--- src/rtl/mau_pkg.sv ---
// Shared definitions for the Matrix Acceleration Unit (MAU) float-to-fixed converter.
// Holds the internal float field widths and the converter state encoding.
package mau_pkg;

  localparam int unsigned MAU_MANT_W = 18;  // normalized mantissa, bit 17 weighs 1.0
  localparam int unsigned MAU_EXP_W  = 5;   // biased exponent

  typedef enum logic [1:0] {
    F2X_IDLE,
    F2X_SHIFT,
    F2X_FINISH
  } f2x_state_e;

endpackage

--- src/rtl/mau_float_to_fixed_if.sv ---
// Start/done bus of the MAU float-to-fixed converter.
//   master: drives start, a_mantissa, a_exponent, a_sign; observes busy, done, result, saturated
//   slave : the converter side
interface mau_float_to_fixed_if #(
  parameter int unsigned OUT_W = 32
) ();
  import mau_pkg::*;

  logic                  start;
  logic [MAU_MANT_W-1:0] a_mantissa;
  logic [MAU_EXP_W-1:0]  a_exponent;
  logic                  a_sign;
  logic                  busy;
  logic                  done;
  logic [OUT_W-1:0]      result;
  logic                  saturated;

  modport master (
    output start, a_mantissa, a_exponent, a_sign,
    input  busy, done, result, saturated
  );

  modport slave (
    input  start, a_mantissa, a_exponent, a_sign,
    output busy, done, result, saturated
  );

endinterface

--- src/rtl/mau_float_to_fixed.sv ---
// Iterative MAU float -> two's-complement fixed-point converter.
// One shift step per cycle; done pulses once per accepted start.
//   clk   : rising-edge clock
//   reset : asynchronous, active-low reset
//   bus   : slave side of mau_float_to_fixed_if (start/operands in, busy/done/result/saturated out)
module mau_float_to_fixed
  import mau_pkg::*;
#(
  parameter int unsigned OUT_W    = 32,
  parameter int unsigned FRAC_W   = 16,
  parameter int unsigned EXP_BIAS = 15
) (
  input logic                 clk,
  input logic                 reset,
  mau_float_to_fixed_if.slave bus
);

  localparam int unsigned CNT_W = 8;
  // Shift amount k = e + K_OFS; the mantissa's binary point sits at bit 17.
  localparam int K_OFS = int'(FRAC_W) - int'(EXP_BIAS) - int'(MAU_MANT_W - 1);
  localparam logic [OUT_W-1:0] MAX_POS = {1'b0, {(OUT_W-1){1'b1}}};
  localparam logic [OUT_W-1:0] MIN_NEG = {1'b1, {(OUT_W-1){1'b0}}};

  f2x_state_e       r_state;
  logic [OUT_W-1:0] r_work;
  logic [CNT_W-1:0] r_cnt;
  logic             r_left;
  logic             r_ovf;
  logic             r_sign;
  logic             r_done;
  logic             r_sat;
  logic [OUT_W-1:0] r_result;

  int   w_k;
  int   w_k_abs;
  logic w_pos_over;
  logic w_neg_over;

  always_comb begin
    w_k     = int'(bus.a_exponent) + K_OFS;
    w_k_abs = (w_k < 0) ? -w_k : w_k;
    // Positive limit is 2^(OUT_W-1)-1; negative limit is exactly 2^(OUT_W-1).
    w_pos_over = r_ovf | r_work[OUT_W-1];
    w_neg_over = r_ovf | (r_work[OUT_W-1] & (|r_work[OUT_W-2:0]));
  end

  always_ff @(posedge clk or negedge reset) begin
    if (!reset) begin
      r_state  <= F2X_IDLE;
      r_work   <= '0;
      r_cnt    <= '0;
      r_left   <= 1'b0;
      r_ovf    <= 1'b0;
      r_sign   <= 1'b0;
      r_done   <= 1'b0;
      r_sat    <= 1'b0;
      r_result <= '0;
    end else begin
      r_done <= 1'b0;
      unique case (r_state)
        F2X_IDLE: begin
          if (bus.start) begin
            r_state <= F2X_SHIFT;
            r_sign  <= bus.a_sign;
            r_left  <= (w_k > 0);
            r_ovf   <= 1'b0;
            // Everything shifts out anyway; skip the iterations.
            if (w_k <= -int'(MAU_MANT_W)) begin
              r_work <= '0;
              r_cnt  <= '0;
            end else begin
              r_work <= OUT_W'(bus.a_mantissa);
              r_cnt  <= CNT_W'(w_k_abs);
            end
          end
        end
        F2X_SHIFT: begin
          if (r_cnt == '0) begin
            r_state <= F2X_FINISH;
          end else begin
            if (r_left) begin
              if (r_work[OUT_W-1]) r_ovf <= 1'b1;
              r_work <= r_work << 1;
            end else begin
              r_work <= r_work >> 1;  // truncation = round toward zero on the magnitude
            end
            r_cnt <= r_cnt - CNT_W'(1);
          end
        end
        F2X_FINISH: begin
          r_state <= F2X_IDLE;
          r_done  <= 1'b1;
          if (!r_sign) begin
            r_sat    <= w_pos_over;
            r_result <= w_pos_over ? MAX_POS : r_work;
          end else begin
            r_sat    <= w_neg_over;
            r_result <= w_neg_over ? MIN_NEG : -r_work;
          end
        end
        default: r_state <= F2X_IDLE;
      endcase
    end
  end

  assign bus.busy      = (r_state != F2X_IDLE);
  assign bus.done      = r_done;
  assign bus.result    = r_result;
  assign bus.saturated = r_sat;

endmodule

--- src/flat_wrapper.sv ---
// flat-port wrapper written by rule: the top's interface ports become plain ports
module mau_float_to_fixed_flat import mau_pkg::*;
#(
  parameter int unsigned OUT_W    = 32,
  parameter int unsigned FRAC_W   = 16,
  parameter int unsigned EXP_BIAS = 15
)
  (clk, reset, bus_start, bus_a_mantissa, bus_a_exponent, bus_a_sign, bus_busy, bus_done, bus_result, bus_saturated);
  mau_float_to_fixed_if #(.OUT_W(OUT_W)) bus_i ();
  input logic clk;
  input logic reset;
  input wire logic [$bits(bus_i.start)-1:0] bus_start;
  input wire logic [$bits(bus_i.a_mantissa)-1:0] bus_a_mantissa;
  input wire logic [$bits(bus_i.a_exponent)-1:0] bus_a_exponent;
  input wire logic [$bits(bus_i.a_sign)-1:0] bus_a_sign;
  output wire logic [$bits(bus_i.busy)-1:0] bus_busy;
  output wire logic [$bits(bus_i.done)-1:0] bus_done;
  output wire logic [$bits(bus_i.result)-1:0] bus_result;
  output wire logic [$bits(bus_i.saturated)-1:0] bus_saturated;
  assign bus_i.start = bus_start;
  assign bus_i.a_mantissa = bus_a_mantissa;
  assign bus_i.a_exponent = bus_a_exponent;
  assign bus_i.a_sign = bus_a_sign;
  assign bus_busy = bus_i.busy;
  assign bus_done = bus_i.done;
  assign bus_result = bus_i.result;
  assign bus_saturated = bus_i.saturated;
  mau_float_to_fixed #(.OUT_W(OUT_W), .FRAC_W(FRAC_W), .EXP_BIAS(EXP_BIAS)) u_core (.clk(clk), .reset(reset), .bus(bus_i));
endmodule
--- config.mk ---
export PLATFORM = sky130hd
export DESIGN_NAME = mau_float_to_fixed_flat
export DESIGN_NICKNAME = d
export VERILOG_FILES = /design/src/rtl/mau_pkg.sv /design/src/rtl/mau_float_to_fixed_if.sv /design/src/rtl/mau_float_to_fixed.sv /design/src/flat_wrapper.sv
export SDC_FILE = /design/constraint.sdc
export NUM_CORES = 1
export LEC_CHECK = 0
export ABC_AREA = 1
export BUFFER_PORTS_ARGS = -buffer_cell sky130_fd_sc_hd__buf_2
export CORE_MARGIN = 5
export CORE_UTILIZATION = 58
export CTS_CLUSTER_DIAMETER = 120
export DETAILED_ROUTE_END_ITERATION = 16
export PLACE_DENSITY = 0.84
export SLEW_MARGIN = 20
export SYNTH_ARGS = -nofsm -noshare
export SYNTH_HDL_FRONTEND = slang
export SYNTH_SLANG_ARGS = --single-unit
--- constraint.sdc ---
create_clock -name clk -period 2 [get_ports clk]
set_input_delay 0.2 -clock clk [delete_from_list [all_inputs] [get_ports clk]]
set_output_delay 0.2 -clock clk [all_outputs]
set_load 0.01 [all_outputs]
==> reports/results.tsv <==
metric	value	unit
status	complete, no violations	
fraction of synthesized area in multiplexers	0	%
FF+latch count, synth	79	
Max transition margin	42.3	%
core area	0.00813	mm²
CP Capture Type	flop	
worst skew pair latency	0.35	ns
Hold Fails Final Rpt	0	
IO buf count	61	
drt wl/cell	16.1	µm
largest family of logic cells by synthesized area	simple AND/OR/NAND/NOR gates	
final clock skew	0.0131	ns
number of synthesized flops with an enable pin	0	
Root Buffer	clkbuf_8	
R2R depth	11	
Period minus WS final	1.86	ns
post-route ant nets	0	
Pre-antenna DRT Iters	5	
DP Area	0.00524	mm²
Setup Buffers After CTS	0	
post-synthesis cell type count	30	
crit path DAT	2.09	ns
nets	758	
Post-Synth XOR/XNOR Area	2.93	%
reg2reg end	u_core.bus.result[31]	
reg2reg start	u_core.r_work[0]	
slowest stage cell, crit path	dfrtp_1	
chip width	101	µm
Total GRT Usage	27.8	%
Num CTS Buffers	9	
Top FF cell, synth	dfrtp_1	
crit start category	flop	
Worst Setup SP	u_core.r_work[0]	
Final Cycle Share	92.9	%
H-tree depth	3	
most frequent cells in the layout	nand2_1 (139), nor2_1 (102), dfrtp_1 (79)	
Adder-Cell Fraction of Synth Area	1.05	%
routability congestion estimate	0.973	
R2R Setup Slk	0.14	ns
Detailed Place HPWL	9980	µm
Post-Syn Nets	695	
CP max stage delay	0.39	ns
n_diodes	0	
final setup fails	0	
capture point of the worst path	u_core.bus.result[31]	
kind of critical path	reg2reg	
Leakage	2.68	nW
CP required	2.23	ns
cell count after synthesis	664	
Synth Area in Compound Gates	18.1	%
Power Density	1560	mW/mm²
DRC	0	
CP cell instances	inv_1, ha_1, nand2_2, nor2_8, nand2_2, nor2_4, nand2_2, nand2_8, nand2_1, o21ai_0, nand2_1	
Max Root-Sink Buffers	2	
die area	0.0102	mm²
largest net degree at the start of global routing	41	
num rows	33	
Slew Viols, Final	0	
starting density of the core	58.8	%
vias in the first global route	4591	
Syn Std Cell Area	0.00478	mm²
final WL	13500	µm
number of antenna violations at the first check in global routing	0	
CP most frequent cell	nand2_2	
Area growth, synth to finish	14.4	%
commonest non-fill, non-tap cell in the layout	nand2_1	
post-layout util	67.3	%
post-DR vias/cell	5.83	
FMAX	538	MHz
CP max FO	32	
syn_area_per_cell	7.20	µm²
FFs w/ async S/R, synth	100	%
overflow left after global routing	0	
share of cells above drive strength 1	15.6	%
I/O pins	62	
CTS clk-pin slew, worst paths	0.09	ns
worst slew pin tran	0.865	ns
via count	4878	
global-route wire length before repair	22600	µm
drt initial violations	448	
Seq/Total Area, Yosys	41.3	%
CTS sink count	79	
die height	101	µm
Synth Area in Simple Gates	28.3	%
finished layout cell area	0.00547	mm²
Worst VDD drop	826	µV
yosys warns	0	
Max Cap Viol	0	
RSZ-0062 raised after global routing	yes	
CTS tree	done	
min-delay worst type	in2reg	
per-stage QoR:
stage / setup TNS, ns / total power (W) / std cells / worst slack (ns) / hold slack [ns]
after global routing: -0.0217 / 0.00919 / 837 / -0.0217 / 0.0603
after CTS: 0 / 0.00842 / 837 / 0.0951 / 0.0570
after floorplan: 0 / 0.00580 / 664 / 0.313 / -0.0956
final: 0 / 0.00851 / 837 / 0.142 / 0.0693
after detailed placement: 0 / 0.00720 / 820 / 0.122 / 0.212
after global placement: 0 / 0.00706 / 820 / 0.172 / 0.200
timing repair:
action | 4_1_cts | 5_1_grt
endpoints found under the setup margin | 0 | 17
hold endpoints to repair | 39 | 0
resized for setup | 0 | 7
hold buffers | 1 | 0
cell usage after synthesis (2+ instances only):
cell	number	area share, %
nor2_1	104	8.2
nand2_1	140	11
clkbuf_1	15	1.2
ha_1	4	1.0
nor2_4	2	0.47
nor3_1	3	0.31
xor2_1	14	2.6
dfrtp_1	79	41
nand3b_1	6	0.94
nand3_1	40	4.2
o22ai_1	31	4.1
a31oi_1	2	0.26
buf_2	11	1.2
o21ai_0	41	4.3
nor2_2	3	0.39
inv_1	63	4.9
nand2_2	4	0.52
xnor2_1	2	0.37
nand4_1	9	1.2
a21oi_1	62	6.5
o211ai_1	17	2.7
buf_6	4	0.94
layout make-up:
cell class	count	area, µm²
fillers	659	2660
multi-input cells	491	2430
flip-flops and latches	79	1980
repair buffers	82	493
inverters	64	243
clock buffers	10	138
well taps	105	131
clock inverters	6	60.1
worst min-delay path by stage:
stage,slack (ns),from,end,cells past startpoint
floorplan,-0.1,reset,u_core.bus.done,0
global placement,0.20,reset,u_core.bus.done,1
detailed placement,0.21,reset,u_core.bus.done,1
CTS,0.06,bus_a_sign,u_core.r_sign,3
global route,0.06,bus_a_sign,u_core.r_sign,3
finish,0.07,bus_a_sign,u_core.r_sign,3
cell families (layout without fill, tap and decap cells):
logic type      count (synthesis)  in the layout
simple gates                  316            316
compound gates                155            155
buf+inv                        94            162
flops                          79             79
xor+xnor                       16             16
fa+ha+maj                       4              4
sequential cells by signal, summed over array words and instances (netlist names):
register / cells
u_core.bus.result: 32
u_core.r_work: 32
u_core.r_cnt: 8
u_core.r_state: 2
u_core.bus.done: 1
u_core.bus.saturated: 1
u_core.r_left: 1
u_core.r_ovf: 1
u_core.r_sign: 1
critical path, delay by kind of cell (launching register included):
| kind | cells | cell delay (ns) |
|---|---|---|
| compound gates | 1 | 0.16 |
| fa+ha+maj | 1 | 0.20 |
| buf+inv | 1 | 0.08 |
| flops | 1 | 0.39 |
| simple gates | 8 | 0.91 |
report_power, final:
part           leakage (nW)  total [W]  internal, W  switching [W]
logic                  1.54    0.00467      0.00164        0.00303
clock network        0.0981    0.00120     0.000604       0.000597
registers              1.04    0.00264      0.00219       0.000450
metal layers:
| layer | share of wire (%) | wire length (µm) | GRT usage (%) |
|---|---|---|---|
| met3 | 9.8 | 1320 | 3.94 |
| met1 | 43 | 5790 | 40.7 |
| met4 | 2.9 | 389 | 8.70 |
| met2 | 44 | 5990 | 42.6 |
| met5 | 0 | 0 | 0 |
Power figures use the tool's default switching activity.
